$ cat src/rtl/bcu_pkg.sv
// Shared types and constants for the bus control unit.
package bcu_pkg;

  typedef enum logic [2:0] {
    IDLE = 3'd0,
    ARB  = 3'd1,
    ADDR = 3'd2,
    WAIT = 3'd3,
    DONE = 3'd4
  } bcu_state_t;

  localparam int TIMEOUT_DEFAULT = 15;

  // Read data returned on a timed-out read; sliced down to DW (DW <= 64).
  localparam int ERR_FILL_W = 64;
  localparam logic [ERR_FILL_W-1:0] ERR_RDATA_FILL = '1;

endpackage

$ cat src/rtl/bcu_timeout_ctr.sv
// WAIT-state cycle counter: cleared on ADDR, saturating, flags the last allowed cycle.
module bcu_timeout_ctr #(
  parameter int TIMEOUT = 15
) (
  input  logic Clk,
  input  logic Rst_n,
  input  logic clear,
  input  logic enable,
  output logic terminal
);

  localparam int CW = $clog2(TIMEOUT + 1);
  localparam logic [CW-1:0] LAST = CW'(TIMEOUT - 1);

  logic [CW-1:0] count_reg;

  always_ff @(posedge Clk) begin
    if (!Rst_n) begin
      count_reg <= '0;
    end else if (clear) begin
      count_reg <= '0;
    end else if (enable && (count_reg < LAST)) begin
      count_reg <= count_reg + CW'(1);
    end
  end

  assign terminal = (count_reg == LAST);

endmodule

$ cat src/rtl/bcu_bus_ctrl.sv
// Bus control unit: turns MAU request levels into arbitrated bus transactions with
// four-phase done handshake and acknowledge timeout.
module bcu_bus_ctrl
  import bcu_pkg::*;
#(
  parameter int AW      = 16,
  parameter int DW      = 32,
  parameter int TIMEOUT = TIMEOUT_DEFAULT
) (
  input  logic          Clk,
  input  logic          Rst_n,
  input  logic          BCURequest_n,
  input  logic          BCUWriteRequest_n,
  input  logic          BCUDataOE,
  input  logic [AW-1:0] Addr,
  input  logic [DW-1:0] WData,
  output logic [DW-1:0] RData,
  output logic          ReadDoneFromBCU_n,
  output logic          WriteDoneFromBCU_n,
  output logic          BusReq_n,
  input  logic          BusGrant_n,
  output logic          AddrStrobe_n,
  output logic          BusWrite,
  output logic [AW-1:0] BusAddr,
  output logic [DW-1:0] BusWData,
  output logic          BusDataOE,
  input  logic [DW-1:0] BusRData,
  input  logic          BusAck_n,
  output logic          BusErr
);

  bcu_state_t    state_reg;
  logic          write_flag_reg;
  logic [DW-1:0] rdata_reg;
  logic          read_done_n_reg;
  logic          write_done_n_reg;
  logic          bus_req_n_reg;
  logic          addr_strobe_n_reg;
  logic          bus_write_reg;
  logic [AW-1:0] bus_addr_reg;
  logic [DW-1:0] bus_wdata_reg;
  logic          bus_data_oe_reg;
  logic          bus_err_reg;
  logic          tmo_terminal;
  logic          req_released;

  bcu_timeout_ctr #(.TIMEOUT(TIMEOUT)) u_timeout_ctr (
    .Clk      (Clk),
    .Rst_n    (Rst_n),
    .clear    (state_reg == ADDR),
    .enable   ((state_reg == WAIT) && BusAck_n),
    .terminal (tmo_terminal)
  );

  // The request that owns the current transaction has been dropped by the MAU.
  assign req_released = write_flag_reg ? BCUWriteRequest_n : BCURequest_n;

  always_ff @(posedge Clk) begin
    if (!Rst_n) begin
      state_reg         <= IDLE;
      write_flag_reg    <= 1'b0;
      rdata_reg         <= '0;
      read_done_n_reg   <= 1'b1;
      write_done_n_reg  <= 1'b1;
      bus_req_n_reg     <= 1'b1;
      addr_strobe_n_reg <= 1'b1;
      bus_write_reg     <= 1'b0;
      bus_addr_reg      <= '0;
      bus_wdata_reg     <= '0;
      bus_data_oe_reg   <= 1'b0;
      bus_err_reg       <= 1'b0;
    end else begin
      addr_strobe_n_reg <= 1'b1;
      case (state_reg)
        IDLE: begin
          // A pending write blocks the read until its data is valid, so write always wins.
          if (!BCUWriteRequest_n) begin
            if (BCUDataOE) begin
              write_flag_reg <= 1'b1;
              bus_addr_reg   <= Addr;
              bus_wdata_reg  <= WData;
              bus_req_n_reg  <= 1'b0;
              state_reg      <= ARB;
            end
          end else if (!BCURequest_n) begin
            write_flag_reg <= 1'b0;
            bus_addr_reg   <= Addr;
            bus_req_n_reg  <= 1'b0;
            state_reg      <= ARB;
          end
        end
        ARB: begin
          if (!BusGrant_n) begin
            addr_strobe_n_reg <= 1'b0;
            bus_write_reg     <= write_flag_reg;
            bus_data_oe_reg   <= write_flag_reg;
            state_reg         <= ADDR;
          end
        end
        ADDR: begin
          state_reg <= WAIT;
        end
        WAIT: begin
          if (!BusAck_n || tmo_terminal) begin
            if (!write_flag_reg) begin
              rdata_reg <= BusAck_n ? ERR_RDATA_FILL[DW-1:0] : BusRData;
            end
            if (BusAck_n) begin
              bus_err_reg <= 1'b1;
            end
            if (write_flag_reg) begin
              write_done_n_reg <= 1'b0;
            end else begin
              read_done_n_reg <= 1'b0;
            end
            bus_req_n_reg   <= 1'b1;
            bus_write_reg   <= 1'b0;
            bus_data_oe_reg <= 1'b0;
            state_reg       <= DONE;
          end
        end
        DONE: begin
          if (req_released) begin
            read_done_n_reg  <= 1'b1;
            write_done_n_reg <= 1'b1;
            state_reg        <= IDLE;
          end
        end
        default: begin
          state_reg <= IDLE;
        end
      endcase
    end
  end

  assign RData              = rdata_reg;
  assign ReadDoneFromBCU_n  = read_done_n_reg;
  assign WriteDoneFromBCU_n = write_done_n_reg;
  assign BusReq_n           = bus_req_n_reg;
  assign AddrStrobe_n       = addr_strobe_n_reg;
  assign BusWrite           = bus_write_reg;
  assign BusAddr            = bus_addr_reg;
  assign BusWData           = bus_wdata_reg;
  assign BusDataOE          = bus_data_oe_reg;
  assign BusErr             = bus_err_reg;

endmodule
$ cat config.mk
export PLATFORM = sky130hd
export DESIGN_NAME = bcu_bus_ctrl
export DESIGN_NICKNAME = d
export VERILOG_FILES = /design/src/rtl/bcu_pkg.sv /design/src/rtl/bcu_timeout_ctr.sv /design/src/rtl/bcu_bus_ctrl.sv
export SDC_FILE = /design/constraint.sdc
export NUM_CORES = 1
export LEC_CHECK = 0
export CORE_ASPECT_RATIO = 1.75
export CORE_MARGIN = 1.5
export CORE_UTILIZATION = 41
export CTS_CLUSTER_SIZE = 20
export DETAILED_ROUTE_END_ITERATION = 10
export PLACE_DENSITY = 0.84
export SYNTH_ARGS = -nofsm -noshare
export SYNTH_HDL_FRONTEND = slang
export SYNTH_HIERARCHICAL = 1
export SYNTH_SLANG_ARGS = --single-unit
$ cat constraint.sdc
create_clock -name Clk -period 2 [get_ports Clk]
set_input_delay 0.3 -clock Clk [delete_from_list [all_inputs] [get_ports Clk]]
set_output_delay 0.3 -clock Clk [all_outputs]
set_load 0.02 [all_outputs]
==> reports/metrics.cfg <==
[clock_network]
cts_num_sinks=94
cts_tree=done
clock_tree.root_cell=sky130_fd_sc_hd__clkbuf_16
ctsHtreeMaxLevel=3
cts_inserted_buffers=9
cts_buffer_depth=2
post_cts.repair.setup_buffers=0
clk_transition_reported_paths_ps=70
clk-insertion-delay-late_ps=340

[power]
switchingPower_mw=1.66
power_frac_seq_pct=41.3
power.density_cell_area_nw_per_um2=918
p_int_mw=3.73
p_sw_share_pct=30.7
clkPwrFrac_pct=30.0
pwr-share-comb_pct=28.7
irDropWorstVdd_v=0.000555
total_leakage_power_nw=2.58

[detailed_routing]
vias=3419
drt-initial-drc-count=110
drt-pass1-iter-count=5
drt_drc_violations_left=0
vias_per_cell=4.88
avgRoutedWirePerCell_um=14.0
postRouteAntennaNets=0
wl_um=9790

[placement]
post_dp_cell_area_um2=5590
place_hpwl_um=7310
i_o_buffers=173
routability_congestion_estimate_from_global_placement=0.705
post-place-ws_ps=132
dpl.cell_count=684

[sta]
worst-slew-pin-transition_ps=391
setup_ws_ps=184
finalHoldViolations=0
max_transition_margin_pct=73.9
finalHoldWorstSlack_ps=332
min_period_over_period_pct=90.8
fin_worst_skew_ps=6.75
peak_freq_ghz=0.551
final-setup-viol-count=0
total_negative_slack_for_setup_checks_ps=0
timing.final.max_slew_violations=0
grt_setup_unrepaired=no
finalCriticalPeriod_ps=1820

[synth]
post_synth.cell_area_avg_um2=9.02
postSynth.asyncResetShare_pct=0
synth_nets=506
ys_seq_area_share_pct=50.0
synth-edff-count=0
synth_cells=417
synth-seq-cells=94
yosysWarningCount=6
synth_flop_cell=sky130_fd_sc_hd__dfxtp_1
synth.distinct_cells=35
syn-cell-area_um2=3760

[grt]
grt_first_pass_wirelength_um=14700
initial_antenna_violation_count=0
gr-total-overflow=0
grtUsageTotal_pct=19.6
via_count_of_the_first_global_routing_pass=3201
grt_max_degree=66

[die]
initial_utilization_pct=41.9
die_h_um=130
core_area_um2=8980
rows=46
floorplan.io_pins=174
die_area_um2=9780
fp.dieW_um=75.4

[worst_setup_path]
worst_ep_arrival_time_ps=2090
crit_path_category=flop to flop
critical_path_peak_fanout=5
crit_path_end_kind=flop
worstSetupStartpointType=flop
worst_ep_required_time_ps=2270

[cells_and_area]
fillCellCount=739
layout_commonest_cell=sky130_fd_sc_hd__clkdlybuf4s50_1
final_area_um2=5870
final_layout_size_suffix_gt1_share_pct=5.52
final_cell_mix=sky130_fd_sc_hd__clkdlybuf4s50_1, sky130_fd_sc_hd__nand2_1, sky130_fd_sc_hd__dfxtp_1
multi_input_comb_area_um2=1730
insertedDiodeCount=0
post_layout_net_count=664
final_cells=700
areaGrowthSynthToFinish_pct=56.1
seq_area_um2=1880

[min_path]
min_path_type=input port to flop

[outcome]
run_status=finished, final reports clean

[run]
maxCapViolCount=0

==> layout make-up <==
type                       instances  share of cell area, %
clock buffer                       9                   3.84
tap                              120                   2.56
sequential                        94                   32.1
timing repair buffer             181                   31.1
multi-input combinational        287                   29.4
clock inverter                     7                  0.959
inverter                           2                  0.128
==> kinds of logic (layout without fill, tap and decap cells) <==
kind of cell               Yosys count  in the layout  synth area share (%)
AOI/OAI and AO/OA                   78             78                  17.4
xor gates and xnor gates             1              1                 0.233
adders and majority gates            2              2                 0.665
buffers and inverters               36            199                  4.39
DFF                                 94             94                  50.0
muxes                               20             20                  5.32
and+or+nand+nor                    186            186                  21.9
==> layer usage <==
metal / part of all wire (%) / global-route usage (%)
met5: 0 / 0
met4: 2.0 / 8.61
met3: 11 / 6.95
met2: 52 / 35.7
met1: 35 / 19.3
==> power groups by stage <==
stage	clock network, mW	logic (mW)	registers, mW
2_1_floorplan	0	0.704	2.43
3_3_place_gp	0	1.52	2.25
3_5_place_dp	0	1.55	2.27
4_1_cts	1.66	1.56	2.22
6_report	1.62	1.55	2.22
5_1_grt	1.72	1.67	2.25
==> synthesized netlist by cell type, types with 3 or more instances <==
library cell                 n  share of area, %
sky130_fd_sc_hd__a21oi_1     5              0.67
sky130_fd_sc_hd__clkbuf_1   18               1.8
sky130_fd_sc_hd__buf_2      12               1.6
sky130_fd_sc_hd__nor2_1     36               3.6
sky130_fd_sc_hd__nand3b_1    3              0.60
sky130_fd_sc_hd__buf_4       4              0.80
sky130_fd_sc_hd__a21boi_1    4              0.80
sky130_fd_sc_hd__nand3_1     5              0.67
sky130_fd_sc_hd__nor2b_1    22               3.7
sky130_fd_sc_hd__mux2i_1    20               5.3
sky130_fd_sc_hd__nand2_1   104                10
sky130_fd_sc_hd__nand2b_1    3              0.50
sky130_fd_sc_hd__dfxtp_1    94                50
sky130_fd_sc_hd__o211a_1    32               8.5
sky130_fd_sc_hd__a21boi_0   29               5.8
==> critical path, cell delays in order, from the launching register on <==
cell and delay (ps):
sky130_fd_sc_hd__dfxtp_1 410, sky130_fd_sc_hd__inv_1 60, sky130_fd_sc_hd__ha_1 180, sky130_fd_sc_hd__and3_2 230, sky130_fd_sc_hd__nor2b_2 190, sky130_fd_sc_hd__a32o_1 210, sky130_fd_sc_hd__a221o_1 250, sky130_fd_sc_hd__mux2i_1 210
==> per-stage QoR <==
step	util, %	total power, mW
final	65.4	5.39
after detailed placement	62.2	3.82
after global placement	62.2	3.77
after CTS	65.4	5.45
after global routing	65.4	5.65
after floorplan	-	3.13
==> what timing repair did <==
item                       in CTS  in global routing
resized for setup               0                  1
setup endpoints to repair       0                  2
hold buffers                    0                  0
hold endpoints to repair        0                  0
==> final timing paths <==
| check | slack, ps | to | depth (start not counted) | from |
|---|---|---|---|---|
| max reg2reg | 180 | state_reg[1]$_SDFFE_PN0P_ | 7 | u_timeout_ctr/count_reg[0]$_SDFFE_PP0P_ |
| min reg2reg | 450 | BusWData[20]$_SDFFE_PN0P_ | 2 | BusWData[20]$_SDFFE_PN0P_ |
| max | 180 | state_reg[1]$_SDFFE_PN0P_ | 7 | u_timeout_ctr/count_reg[0]$_SDFFE_PP0P_ |
| min | 330 | RData[16]$_SDFFE_PN0P_ | 2 | Rst_n |
No activity file was read; power rests on OpenSTA's default activity.
==> edit 1: new RTL, config.mk and constraints unchanged <==
Put one more register stage on the output `BusErr`, without a reset. The value now appears one clock later. The other outputs are not delayed to match.
--- a/src/rtl/bcu_bus_ctrl.sv
+++ b/src/rtl/bcu_bus_ctrl.sv
@@ -144,3 +144,5 @@
   assign BusDataOE          = bus_data_oe_reg;
-  assign BusErr             = bus_err_reg;
+  always_ff @(posedge Clk) begin
+    BusErr <= bus_err_reg;
+  end
 
Check against the original RTL: no difference found for any inputs over 4 cycles, from zero or initial values and one cycle with Rst_n low; that may be too few to reach the edited logic, so the function may still have changed.
==> edit 1 against the unedited design <==
Critical path depth stayed put. Via count up 0.18%. Non-clock buffer count fell by 1. Cell count is the same. Sequential cell count increased by 1. Power rose by 0.53%. Global-route usage is 0.15 points lower. Hold slack improved by 0.028 ns. Final area grew 0.58%. Worst setup slack worse by 0.015 ns. Wire length up 0.80%. Synthesized area is 0.53% higher.
==> edit 1: results (changes against the unedited design) <==
Parameter                              Value

Outcome
  Outcome ... complete, no violations

STA
  Min Hold Slack ... 0.360 ns (+0.0280 ns)
  Measured slew at the worst slew-check pin ... 0.431 ns (+0.0391 ns)
  Clock tree skew after final layout ... 0.0101 ns (+0.00334 ns)
  Headroom to the max-slew limit ... 71.3% (-2.6 points)
  Smallest setup slack after layout ... 0.168 ns (-0.0153 ns)

GRT
  Total GRT Usage ... 19.5% (-0.15 points)
  Largest net degree at the start of global routing ... 66 (unchanged)
  Vias in the first global route ... 3324 (+3.8%)

Detailed routing
  Via count normalized by instance count ... 4.89 (+0.18%)
  Total wirelength of the detailed-routed design ... 9.87 mm (+0.80%)
  DRC marker count from the first detailed-route iteration ... 111 (+0.91%)
  First-pass detailed-route iteration total ... 4 (-1)

Finish
  FF/Latch Area ... 1900 um2 (+1.1%)
  Fill cells ... 723 (-2.2%)
  Summed area of non-filler cells in the final layout ... 5900 um2 (+0.58%)
  Non-clk bufs ... 180 (-0.55%)
  Fraction of final layout cells sized beyond drive strength 1 ... 5.17% (-0.34 points)
  Share of final layout cell area taken by clock buffers and inverters ... 4.96% (+0.16 points)
  Number of sequential cells ... 95 (+1.1%)
  Non-clock buffer contribution to total cell area ... 31.0% (-0.093 points)
  Share of cell area taken by multi-input logic gates ... 29.2% (-0.21 points)

Pwr
  Reported leakage power ... 2.59 nW (+0.15%)
  Highest ir drop seen on vdd ... 607 uV (+9.5%)

Worst setup path
  End of the worst register-to-register path ... state_reg[2]
  Crit path max-delay family ... simple AND/OR/NAND/NOR gates

Synth
  Synth top cells by count ... sky130_fd_sc_hd__nand2_1 (104), sky130_fd_sc_hd__dfxtp_1 (95), sky130_fd_sc_hd__nor2_1 (36)
  Largest cells by area after synthesis ... sky130_fd_sc_hd__dfxtp_1 (50%), sky130_fd_sc_hd__nand2_1 (10%), sky130_fd_sc_hd__o211a_1 (8.5%)
  Fraction of the yosys area taken by sequential cells ... 50.3% (+0.26 points)

Place
  Area after detailed placement ... 5610 um2 (+0.45%)
  Placer congestion estimate ... 0.703 (-0.27%)

Worst hold path
  Hold worst-path end ... BusErr
  Startpoint of the most critical hold path ... bus_err_reg
  Hold Path Class ... reg2reg
  Depth of the worst hold-timing path ... 0 (-2)
[edit 1: cell count changes after synthesis, sizes merged]
cell   change
dfxtp      +1
[edit 1: worst register-to-register path: cells and delay by family (launching register included)]
kind | cells | cell delay (ns)
fa+ha+maj | 1 | 0.20
mux | 1 | 0.21
compound gates | 2 | 0.43
flops | 1 | 0.40
simple gates | 2 | 0.45
buf+inv | 1 | 0.07
[edit 1: kinds of logic (layout without fill, tap and decap cells)]
family                     after synthesis  after routing  synth area share (%)
DFF                                     95             95                  50.3
buffers and inverters                   36            198                  4.37
adders and majority gates                2              2                 0.662
and+or+nand+nor                        186            186                  21.8
AOI/OAI and AO/OA                       78             78                  17.3
muxes                                   20             20                  5.29
xor gates and xnor gates                 1              1                 0.232
[edit 1: worst max-delay path by stage]
| stage | start | endpoint | cells after the start |
|---|---|---|---|
| global placement | BCUWriteRequest_n | WriteDoneFromBCU_n | 5 |
| detailed placement | BCUDataOE | BusWData[17] | 6 |
| CTS | u_timeout_ctr/count_reg[0] | state_reg[2] | 7 |
| finish | u_timeout_ctr/count_reg[0] | state_reg[2] | 7 |
| floorplan | u_timeout_ctr/count_reg[0] | RData[0] | 8 |
| global route | u_timeout_ctr/count_reg[0] | state_reg[2] | 7 |
[edit 1: metal layers]
| layer | up-vias | GRT usage, % | part of all wire (%) |
|---|---|---|---|
| met5 | - | 0 | 0 |
| met4 | 0 | 6.62 | 1.4 |
| met3 | 12 | 6.25 | 8.1 |
| met2 | 130 | 37.8 | 54 |
| met1 | 1574 | 18.3 | 37 |
| li1 | 1709 | - | - |
[edit 1: power by group]
part           total, mW  internal [mW]  switching (mW)
Combinational       1.54          0.796           0.746
Clock               1.63          0.871           0.760
Sequential          2.25           2.10           0.149
Total               5.42           3.76            1.66
==> edit 2: new RTL, same settings <==
Without the edit above. `DW`: 32 -> 64.
--- a/src/rtl/bcu_bus_ctrl.sv
+++ b/src/rtl/bcu_bus_ctrl.sv
@@ -6,3 +6,3 @@
   parameter int AW      = 16,
-  parameter int DW      = 32,
+  parameter int DW      = 64,
   parameter int TIMEOUT = TIMEOUT_DEFAULT
Interface: changed (resized BusRData, BusWData, RData and WData); port bits go from 174 to 302. The function was not compared with the original's and may differ.
==> edit 2 against the unedited design <==
Sequential cell count increased by 64. Die area increased by 52%. Sequential power increased by 66%. Clock skew increased by 0.0065 ns. Power increased by 73%. Global-route usage increased by 3.6 points. Wire length increased by 79%. Combinational power increased by 54%. Synthesized area increased by 54%. Final area increased by 63%. Clock power increased by 100%. Worst setup slack got worse by 0.0065 ns. Largest cell class unchanged.
==> edit 2: results (changes against the unedited design) <==
Parameter                              Value

Pwr
  Fraction of power spent switching nets ... 30.1% (-0.60 points)
  Comb power frac ... 25.6% (-3.1 points)
  Power share of the clock group ... 34.9% (+4.9 points)
  Reported leakage power ... 3.55 nW (+37%)

Place
  Final HPWL from detailed placement ... 12.8 mm (+76%)
  Post-placement worst setup slack ... 0.0728 ns (-0.0588 ns)
  Placer congestion estimate ... 0.772 (+9.4%)
  IO buf count ... 301 (+74%)
  Area after detailed placement ... 8940 um2 (+60%)

Finish
  Layout clock buffers ... 18 (+9)
  Multi-input gate area ... 2390 um2 (+38%)
  Util after Layout ... 69.0% (+3.6 points)
  Sequential portion of the cell area ... 33.1% (+1.1 points)
  Fraction of final layout cells sized beyond drive strength 1 ... 13.7% (+8.2 points)
  Multi-input combinational cell count ... 353 (+23%)
  Number of sequential cells ... 158 (+68%)
  Post-route non-filler standard cell count ... 1033 (+48%)
  Share of final layout cell area taken by clock buffers and inverters ... 6.36% (+1.6 points)
  Non-clock buffer contribution to total cell area ... 33.1% (+2.0 points)

Synth
  Number of nets in the synthesized netlist ... 716 (+42%)
  Avg Cell Area, Syn ... 10.3 um2 (+14%)
  Fraction of the yosys area taken by sequential cells ... 54.5% (+4.5 points)
  Largest cells by area after synthesis ... sky130_fd_sc_hd__dfxtp_1 (55%), sky130_fd_sc_hd__o221a_2 (12%), sky130_fd_sc_hd__nand2_1 (8.8%)
  Synth top cells by count ... sky130_fd_sc_hd__dfxtp_1 (158), sky130_fd_sc_hd__nand2_1 (136), sky130_fd_sc_hd__a21boi_0 (65)

STA
  Highest Clock Rate ... 549 MHz (-0.36%)
  Measured slew at the worst slew-check pin ... 0.362 ns (-0.0294 ns)
  Clock tree skew after final layout ... 0.0132 ns (+0.00647 ns)
  Min Hold Slack ... 0.253 ns (-0.0793 ns)

Clocking
  Skew-Pair Late Insertion Delay ... 0.41 ns (+0.07 ns)
  CTS Buf Count ... 17 (+8)
  Number of levels the H-tree was split into ... 4 (+1)

GRT
  Total GRT Usage ... 23.3% (+3.6 points)
  Largest net degree at the start of global routing ... 97 (+47%)
  Met1 global-route usage ... 23.8% (+4.4 points)
  Met3 Track Usage GR ... 7.77% (+0.82 points)

Detailed routing
  Wire length on met1 ... 6.27 mm (+82%)
  Length of routed met2 wiring ... 9.14 mm (+79%)
  Total number of vias ... 5326 (+56%)
  Routed wire length per instance ... 16.9 um (+21%)
  Wire length on met3 ... 1.46 mm (+42%)

Floorplanning
  Area of the die ... 14900 um2 (+52%)

Worst setup path
  CP Max Fanout ... 65 (+60)
  Arrival time at the worst endpoint ... 2.13 ns (+0.04 ns)

Outcome
  Outcome ... complete, no violations
edit 2: worst max-delay path: cells and delay by family, from the launching register on:
family | cells | cell delay, ns
AND/OR/NAND/NOR | 3 | 0.53
flip-flops | 1 | 0.40
AO/OA/AOI/OAI | 1 | 0.31
buffers and inverters | 2 | 0.26
adder cells (fa/ha/maj) | 1 | 0.19
edit 2: cell families after synthesis:
group | count (synthesis) | share of synthesized area, %
buffers and inverters | 52 | 4.53
AND/OR/NAND/NOR | 188 | 14.5
multiplexers | 20 | 3.45
AO/OA/AOI/OAI | 142 | 22.4
flip-flops | 158 | 54.5
XOR/XNOR | 1 | 0.151
adder cells (fa/ha/maj) | 2 | 0.431
edit 2: final timing paths:
path	from	endpoint	cells after the start
min	Rst_n	ReadDoneFromBCU_n	2
min reg2reg	BusWData[10]	BusWData[10]	2
max	u_timeout_ctr/count_reg[0]	RData[18]	7
max reg2reg	u_timeout_ctr/count_reg[0]	RData[18]	7
